<file path="src/rtl/uart_tx_framed.sv">
// Framed UART transmitter: one-entry holding register feeding a start/data/stop shifter.
// Optional parity symbol between data and stop when UART_TX_PARITY_EN is defined.
module uart_tx_framed #(
   parameter int unsigned CLOCK_FREQ = 125_000_000,
   parameter int unsigned BAUD_RATE  = 115_200,
   parameter int unsigned DATA_BITS  = 8,
   parameter int unsigned STOP_BITS  = 1
) (
   input  logic       clk,
   input  logic       reset,
   input  logic [7:0] data_in,
   input  logic       data_in_valid,
`ifdef UART_TX_PARITY_EN
   input  logic       parity_odd,
`endif
   output logic       data_in_ready,
   output logic       serial_out,
   output logic       busy,
   output logic       frame_done
);

   localparam int unsigned SYMBOL_TIME = CLOCK_FREQ / BAUD_RATE;
   localparam int unsigned SymW = (SYMBOL_TIME > 1) ? $clog2(SYMBOL_TIME) : 1;
   localparam logic [SymW-1:0] SymLast = SymW'(SYMBOL_TIME - 1);
   localparam logic [2:0] DataLast = 3'(DATA_BITS - 1);
   localparam logic [2:0] StopLast = 3'(STOP_BITS - 1);
`ifdef UART_TX_PARITY_EN
   localparam logic [7:0] DataMask = 8'hFF >> (8 - DATA_BITS);
`endif

   typedef enum logic [2:0] {
      StIdle,
      StStart,
      StData,
`ifdef UART_TX_PARITY_EN
      StParity,
`endif
      StStop
   } state_e;

   state_e            state_q, state_d;
   logic [SymW-1:0]   sym_cnt_q, sym_cnt_d;
   logic [2:0]        bit_cnt_q, bit_cnt_d;
   logic [7:0]        hold_q, hold_d;
   logic              hold_full_q, hold_full_d;
   logic [7:0]        shift_q, shift_d;
   logic              serial_q, serial_d;
   logic              sym_end, fire, load;
`ifdef UART_TX_PARITY_EN
   logic              par_hold_q, par_hold_d;
   logic              par_q, par_d;
`endif

   assign sym_end = (sym_cnt_q == SymLast);

   always_ff @(posedge clk) begin
      if (reset) begin
         state_q <= StIdle;
      end else begin
         state_q <= state_d;
      end
   end

   always_comb begin
      state_d = state_q;
      unique case (state_q)
         StIdle:  if (hold_full_q) state_d = StStart;
         StStart: if (sym_end) state_d = StData;
`ifdef UART_TX_PARITY_EN
         StData:   if (sym_end && bit_cnt_q == DataLast) state_d = StParity;
         StParity: if (sym_end) state_d = StStop;
`else
         StData:  if (sym_end && bit_cnt_q == DataLast) state_d = StStop;
`endif
         // Back-to-back frames: a held byte goes straight into a new start bit.
         StStop:  if (sym_end && bit_cnt_q == StopLast) state_d = hold_full_q ? StStart : StIdle;
         default: state_d = StIdle;
      endcase
   end

   // Datapath: holding register, shifter and symbol/bit counters.
   always_comb begin
      fire        = data_in_valid && !hold_full_q;
      load        = hold_full_q && (state_d == StStart) && (state_q != StStart);
      hold_d      = fire ? data_in : hold_q;
      hold_full_d = fire || (hold_full_q && !load);
      shift_d     = shift_q;
      if (load) begin
         shift_d = hold_q;
      end else if (state_q == StData && sym_end) begin
         shift_d = shift_q >> 1;
      end
      if (state_d != state_q || sym_end || state_q == StIdle) begin
         sym_cnt_d = '0;
      end else begin
         sym_cnt_d = sym_cnt_q + 1'b1;
      end
      bit_cnt_d = bit_cnt_q;
      if (state_d != state_q) begin
         bit_cnt_d = '0;
      end else if (sym_end && (state_q == StData || state_q == StStop)) begin
         bit_cnt_d = bit_cnt_q + 3'd1;
      end
`ifdef UART_TX_PARITY_EN
      par_hold_d = fire ? parity_odd : par_hold_q;
      par_d      = load ? ((^(hold_q & DataMask)) ^ par_hold_q) : par_q;
`endif
   end

   always_comb begin
      data_in_ready = !hold_full_q;
      busy          = (state_q != StIdle);
      frame_done    = (state_q == StStop) && sym_end && (bit_cnt_q == StopLast);
      // Line value is computed from the next state so serial_out is a clean register.
      case (state_d)
         StStart:  serial_d = 1'b0;
         StData:   serial_d = shift_d[0];
`ifdef UART_TX_PARITY_EN
         StParity: serial_d = par_d;
`endif
         default:  serial_d = 1'b1;
      endcase
   end

   always_ff @(posedge clk) begin
      if (reset) begin
         sym_cnt_q   <= '0;
         bit_cnt_q   <= '0;
         hold_q      <= '0;
         hold_full_q <= 1'b0;
         shift_q     <= '0;
         serial_q    <= 1'b1;
`ifdef UART_TX_PARITY_EN
         par_hold_q  <= 1'b0;
         par_q       <= 1'b0;
`endif
      end else begin
         sym_cnt_q   <= sym_cnt_d;
         bit_cnt_q   <= bit_cnt_d;
         hold_q      <= hold_d;
         hold_full_q <= hold_full_d;
         shift_q     <= shift_d;
         serial_q    <= serial_d;
`ifdef UART_TX_PARITY_EN
         par_hold_q  <= par_hold_d;
         par_q       <= par_d;
`endif
      end
   end

   assign serial_out = serial_q;

endmodule

</file>
<file path="config.mk">
export PLATFORM = sky130hd
export DESIGN_NAME = uart_tx_framed
export DESIGN_NICKNAME = d
export VERILOG_FILES = /design/src/rtl/uart_tx_framed.sv
export SDC_FILE = /design/constraint.sdc
export NUM_CORES = 1
export LEC_CHECK = 0
export ABC_AREA = 1
export CORE_UTILIZATION = 50
export CTS_CLUSTER_DIAMETER = 40
export CTS_CLUSTER_SIZE = 16
export DETAILED_ROUTE_END_ITERATION = 7
export PLACE_DENSITY_LB_ADDON = 0.3
export SLEW_MARGIN = 0
export SYNTH_ARGS = -nofsm -noshare
export SYNTH_HDL_FRONTEND = slang
export SYNTH_SLANG_ARGS = --single-unit
</file>
<file path="constraint.sdc">
create_clock -name clk -period 2.1 [get_ports clk]
set_input_delay 0.525 -clock clk [delete_from_list [all_inputs] [get_ports clk]]
set_output_delay 0.525 -clock clk [all_outputs]
set_load 0.02 [all_outputs]
</file>
Word level (Yosys, flattened, before mapping)

Index checks and enable logic that the tools add are counted.

Bits in registers: 35
Input port bits: 11
Output and inout port bits: 4

$add $sub $neg: 2
Equality and inequality tests: 9
Multiplexer cells: 9
Reductions and logical operators: 22

Operators by type and width:

| cell                                                                     | number |
|---|---|
| 8-bit 2-to-1 mux                                                         | 2 |
| 3-bit 2-to-1 mux                                                         | 4 |
| 3-bit case mux with 4 select lines                                       | 1 |
| 11-bit by 1-bit adder with 11-bit output (second input constant)         | 1 |
| 11-bit equality test (second input constant)                             | 1 |
| 1-bit logical AND                                                        | 10 |
| 3-bit by 2-bit equality test with 1-bit output (second input constant)   | 3 |
| 3-bit by 1-bit equality test with 1-bit output (second input constant)   | 2 |
| 3-bit zero test                                                          | 2 |
| 1-bit logical OR                                                         | 4 |
| 2-bit OR reduction                                                       | 2 |
| 3-bit by 1-bit adder with 3-bit output (second input constant)           | 1 |
| 3-bit equality test (second input constant)                              | 1 |
| 3-bit by 1-bit inequality test with 1-bit output (second input constant) | 1 |
| 3-bit inequality test                                                    | 1 |
| 3-bit nonzero test                                                       | 1 |
| 1-bit zero test                                                          | 2 |
| 1-bit case mux with 2 select lines                                       | 1 |
| 2-bit nonzero test                                                       | 1 |
| 1-bit 2-to-1 mux                                                         | 1 |

Longest topological paths before layout

Gate-level depths: netlist (run 1).

Word-level depth: 10
Depth in mapped cells: 16
Depth with buffers taken out: 15

Worst setup path after synthesis (run 1)

Ideal clock, no wire load.

Path type: reg-to-output
From: register sym_cnt_q[0]
To: output port frame_done
Arrival: 1.234 ns
Setup slack: 0.341 ns
Cell stages (with the launch flop): 10
Buffers on the path: 0
Cell sequence: dfxtp_1 > inv_1 > ha_1 > inv_1 > nor2_2 > inv_2 > nor3_1 > nand3_1 > nand3b_1 > inv_1

Cells in the longest elaborated chain, start to end: 3

Ends and longest elaborated chain:

| element                         | line | source |
|---|---|---|
| start: declaration              | 42   | `logic [SymW-1:0] sym_cnt_q, sym_cnt_d;` |
| start signal: assignment        | 138  | `sym_cnt_q <= sym_cnt_d;` |
| 11-bit equality test            | 54   | `assign sym_end = (sym_cnt_q == SymLast);` |
| 1-bit logical AND (2 in series) | 113  | `frame_done = (state_q == StStop) && sym_end && (bit_cnt_q == StopLast);` |
| end: declaration                | 19   | `output logic frame_done` |

No other way between the ends.

Worst setup path in the final report (run 1)

From: register sym_cnt_q[1]
To: output port frame_done

Same word-level chain as after synthesis.

==> results of run 1 <==
## per-layer routing
layer  vias to the layer above  global-route usage [%]  routed length, µm
met5                         -                       0                  0
met4                         0                    7.94                 55
met3                         8                    7.35                162
met2                        31                    32.9               1910
met1                       722                    26.0               1740
li1                        830                       -                  -
## registers in the layout, summed over array words and instances, names as in the netlist
signal       count
bit_cnt_q        3
hold_q           8
serial_out       1
shift_q          8
hold_full_q      1
sym_cnt_q       11
state_q          3
## cells in the mapped netlist, drive strengths merged (2+ instances only)
cell type  count  area (µm²)
o21ai         12        60.1
dfxtp         35         701
nand2         36         165
nor3           8        50.1
nand4          4        25.0
o22ai          4        25.0
nand3         16        85.1
inv           38         143
a21oi          9        45.0
nor3b          3        22.5
nor2          44         234
clkbuf         3        11.3
xor2           8        70.1
buf            2        16.3
ha             5        62.6
a31oi          2        12.5
xnor2          2        17.5
## final timing paths
path,from,to,slack [ps],cells after the start
min reg2reg,hold_q[5],hold_q[5],470,2
min,hold_q[5],hold_q[5],470,2
max reg2reg,sym_cnt_q[1],sym_cnt_q[5],-60,17
max,sym_cnt_q[1],frame_done,-80,10
## cell type report
type	count	area (µm²)
timing repair buffer	43	388
sequential	35	703
clock inverter	2	60.1
inverter	38	145
fill	291	995
clock buffer	6	41.3
multi-input combinational	157	973
tap	46	57.6
## metrics by stage
stage / utilization (%) / total power, µW
floorplan: - / 790
global placement: 62.0 / 839
detailed placement: 62.0 / 843
CTS: 67.0 / 1450
global route: 70.4 / 1520
finish: 70.4 / 1460
## kinds of logic (layout without fill, tap and decap cells)
logic type,Yosys count,count (layout),synth area share [%]
xor+xnor,10,10,4.94
simple gates,113,113,33.6
fa+ha+maj,5,5,3.53
other cells,1,1,0.211
compound gates,28,28,8.67
buf+inv,43,89,9.59
flops,35,35,39.5
## timing repair
item,4_1_cts,5_1_grt
resized for setup,16,12
cloned,0,1
setup buffers,6,5
endpoints found under the hold margin,0,0
endpoints found under the setup margin,2,18
pin swaps,2,10
## worst max-delay path, stage by stage, from the launching register on
cell and delay (ps):
dfxtp_2 350, inv_2 80, ha_4 130, inv_2 40, nor2_4 90, inv_2 50, nor3_2 100, nand3_1 110
nand3b_1 180, inv_1 80, buf_6 110
## power groups by stage
stage	logic [µW]	registers (µW)	clock network (µW)
after floorplan	79.5	711	0
after global placement	128	711	0
after detailed placement	131	711	0
after CTS	139	697	613
after global routing	172	700	646
final	156	697	608
==> impl_results.md, run 1 <==
- Post-DP Area: ~2100 µm²
- Post-Route WL: 3870 µm
- Root Buffer: clkbuf_4
- Critical Path Source Type: flop
- Gate power share: between 10% and 20%
- DRC: 0
- CP endpoint kind: output port
- Chip height: 61.6 µm
- Layout Nets: 296
- Core Area: ~3400 µm²
- Syn Std Cell Area: 1770 µm²
- Fin area: 2370 µm²
- Routed wire per std cell: 11.8 µm
- Post-route setup slack: -78.1 ps
- Hpwl dp: ~2500 µm
- Via count: 1591
- CTS tree: done
- Slew Viols, Final: 0
- Vias in the first global route: between 1000 and 1500
- Clock transition at path regs: around 110 ps
- Worst VDD drop: 0.473 mV
- Setup_tns: -670 ps
- Synthesized Nets: 251
- Worst hold slack: 465 ps
- Yosys reg bits: 35
- First-pass GRT wire length: 5630 µm
- Post-synth EDFFs: 0
- Fmax: 459 MHz
- DRT iter0 DRCs: 51
- N_diodes: 0
- Commonest non-fill, non-tap cells in the layout: dfxtp_1, inv_1, nor2_1, nand2_1, buf_4
- Failing checks: negative setup slack
- Critical path data arrival time: 1650 ps
- Hold Vio Cnt, Final: 0
- HP Class: flop to flop
- Site Rows: 21
- Crit Path Max Fanout: 2
- Net Sw Power: 329 µW
- Status: complete, but fails checks
- Grt total ovfl: 0
- H-Tree Level Count: 2
- Post-CTS Hold Fix Bufs: 0
- Crit share post-route: 104%
- Synth Instances: 235
- Setup Skew: 11.0 ps
- Post-synth ARST share: 0%
- Die area: roughly 3800 µm²
- Total GRT Usage: 20.8%
- RD Place Congestion: 0.783
- Port bufs: 14
- Required @ worst endpoint: about 1600 ps
- Net Sw Frac: roughly 23%
- Fin cells: ~330
- YS warnings: 0
- CTS Sinks: 35
- Clk Latency, worst-skew pair: approximately 350 ps
- TritonRoute pass-1 iters: 4
- Setup violators final: 12
- Initial Util: 52.8%
- Syn_area_per_cell: 7.55 µm²
- P_leak: about 0.0010 µW
- Vias/cell: 4.87
- Inst Count DP: 307
- Largest net degree at the start of global routing: 15
- PwrDens: 616 nW/µm²
- Area Overhead vs Synth: 33.5%
- Num CTS Buffers: 5
- IO Pins: 15
- Main flop type after synthesis: dfxtp_1
- Tmin final: around 2200 ps
- Layout cell share with drive strength beyond 1: slightly below 30%
- Int Pwr: 1130 µW
- Dpl ws: -258 ps
- Crit Path Category: flop to output port
- Seq/Total Area, Yosys: 39.5%
- Register share of total power: 47.7%
- Die width: 61.6 µm
- Post-DRT Antenna Nets: 0
- Initial antenna violation count: 0
- Max Root-Sink Buffers: 2
- Commonest non-fill, non-tap cell in the layout: dfxtp_1
- Cell variety after synth: 30
- Max-cap check violation count: 0
- Clock share of power: a little over two fifths
- RSZ-0062 raised after global routing: true
Note: power is estimated with default switching activity, not from simulation.
==> run 2, diff against run 1 <==
Settings changed: MAX_ROUTING_LAYER set to met4, TNS_END_PERCENT set to 100.
==> impl_results.md, run 2 (synthesis results as in run 1) <==
- Status: complete, but fails checks
- Failing checks: negative setup slack
- Slowest-stage cell, CP: dfxtp_2
- # fillers: 291 (unchanged)
- Die width: 61.6 µm (unchanged)
- Hold Vio Cnt, Final: 0 (unchanged)
- Clock transition at path regs: 110 ps (about the same)
- Area occupied by multi-input gates: 973 µm² (unchanged)
- CTS Sinks: 35 (unchanged)
- Regs by FF count: sym_cnt_q: 11 flops, hold_q: 8 flops, shift_q: 8 flops
- Reg2reg start: sym_cnt_q[1]
- Slowest stage delay, CP: 350 ps (about the same)
- Worst hold slack: 465 ps (-0.0620 ps)
- CTS tree: done
- Post-route setup slack: -75.6 ps (+2.49 ps)
- Cells on worst reg2reg path: 17 (unchanged)
- RSZ-0062 raised after global routing: true
- WHS Path Cells: 2 (unchanged)
- Vias/cell: 4.89 (+0.57%)
- CP endpoint kind: output port
- DRT iter0 DRCs: 50 (-2.0%)
- Setup violators final: 12 (unchanged)
- Slew Viols, Final: 0 (unchanged)
- Grt total ovfl: 0 (unchanged)
- Clk Latency, worst-skew pair: 350 ps (about the same)
- CP startpoint: sym_cnt_q[1]
- N_diodes: 0 (unchanged)
- TritonRoute pass-1 iters: 4 (unchanged)
- Commonest non-fill, non-tap cell in the layout: dfxtp_1
- Largest net degree at the start of global routing: 15 (unchanged)
- Die area: 3790 µm² (unchanged)
- Critical Path Source Type: flop
- Root Buffer: clkbuf_4
- Initial Util: 52.8% (unchanged)
- Num CTS Buffers: 5 (unchanged)
- Post-DRT Antenna Nets: 0 (unchanged)
- Core Util, Final: 70.4% (unchanged)
- H-Tree Level Count: 2 (unchanged)
- Worst VDD drop: 0.482 mV (+1.8%)
- Area Overhead vs Synth: 33.5% (unchanged)
- HP Class: flop to flop
- Commonest non-fill, non-tap cells in the layout: dfxtp_1, inv_1, nor2_1, nand2_1, buf_4
- FF+latch area: 703 µm² (unchanged)
- P_leak: 0.00102 µW (unchanged)
- Crit Path Category: flop to output port
- Critical path data arrival time: 1650 ps (about the same)
- R2r setup slk: -70 ps (about the same)
- Hold Path End: hold_q[5]
- PwrDens: 618 nW/µm² (+0.24%)
- Vias in the first global route: 1334 (-0.075%)
- Crit share post-route: 104% (-0.12 points)
- DRC: 0 (unchanged)
- Max Root-Sink Buffers: 2 (unchanged)
- Required @ worst endpoint: 1570 ps (about the same)
- RR Endpoint: sym_cnt_q[5]
- Setup Skew: 10.6 ps (-0.450 ps)
- Worst path top cell family by delay: simple AND/OR/NAND/NOR gates
- Hpwl dp: 2480 µm (unchanged)
- WP buf/inv: 5 (unchanged)
- Dpl ws: -258 ps (unchanged)
- Via count: 1600 (+0.57%)
- Total GRT Usage: 21.5% (+0.66 points)
- Tmin final: 2180 ps (-2.49 ps)
- RD Place Congestion: 0.794 (+1.4%)
- Core Area: 3360 µm² (unchanged)
- Number of flip-flops under the largest register name: 11 (unchanged)
- Max-cap check violation count: 0 (unchanged)
- Layout cell share with drive strength beyond 1: 29.2% (unchanged)
- Hold Path Origin: hold_q[5]
- Routed wire per std cell: 11.8 µm (unchanged)
- Layout Nets: 296 (unchanged)
- Chip height: 61.6 µm (unchanged)
- Crit Path Max Fanout: 2 (unchanged)
- IO Pins: 15 (unchanged)
- Most frequent CP cell: inv_2
- Port bufs: 14 (unchanged)
- Post-Route WL: 3870 µm (unchanged)
- Fmax: 460 MHz (+0.11%)
- First-pass GRT wire length: 5640 µm (+0.12%)
- CP cell instances: inv_2 -> ha_4 -> inv_2 -> nor2_4 -> inv_2 -> nor3_2 -> nand3_1 -> nand3b_1 -> inv_1 -> buf_6
- Largest Register: sym_cnt_q
- Site Rows: 21 (unchanged)
- Initial antenna violation count: 0 (unchanged)
## run 2: how the worst max path moves through the flow
stage / cells after the start / endpoint / slack (ps)
final: 10 / frame_done / -80
after global routing: 17 / sym_cnt_q[3] / -180
after CTS: 10 / frame_done / -120
after detailed placement: 10 / frame_done / -260
after global placement: 10 / frame_done / -150
after floorplan: 9 / frame_done / 340
## run 2: metrics by stage
| step | TNS [ps] | instances | instance area (µm²) | total power, µW |
|---|---|---|---|---|
| finish | -734 | 327 | 2370 | 1460 |
| CTS | -203 | 321 | 2250 | 1450 |
| global route | -2340 | 327 | 2370 | 1520 |
| detailed placement | -258 | 307 | 2080 | 843 |
| global placement | -152 | 307 | 2080 | 839 |
| floorplan | 0 | 235 | 1770 | 790 |
## run 2: cell type report
| cell class | count | share of cell area, % |
|---|---|---|
| inverter | 38 | 6.13 |
| clock inverter | 2 | 2.54 |
| clock buffer | 6 | 1.74 |
| tap | 46 | 2.43 |
| sequential | 35 | 29.7 |
| multi-input combinational | 157 | 41.1 |
| timing repair buffer | 43 | 16.4 |
## run 2: where the power goes
group | internal [µW] | total, µW | switching (µW)
registers | 686 | 697 | 10.7
clock network | 372 | 611 | 239
logic | 73.9 | 156 | 81.8
total | 1130 | 1460 | 332
## run 2: what timing repair did
action	CTS	global route
resized for setup	16	12
cloned	0	1
hold buffers	0	0
endpoints found under the setup margin	2	18
buffers inserted	6	5
pin swaps	2	10
## run 2: worst reg2reg max path: stages (launching register included)
cell and delay (ps):
dfxtp_2 350, inv_2 80, ha_4 130, inv_2 40, nor2_4 90, buf_4 110, buf_4 90, buf_4 90
buf_4 80, nand4_1 120, nand2_2 150, inv_4 60, nor2_8 100, nand2_2 80, a21boi_2 180, nand3_4 120
clkbuf_16 180, nor2_2 60
## run 2: per-layer routing
metal,up-vias,share of wire [%],GRT usage [%]
met5,-,0,-
met4,0,2.0,7.94
met3,10,4.2,7.35
met2,33,49,32.9
met1,726,45,26.0
li1,831,-,-
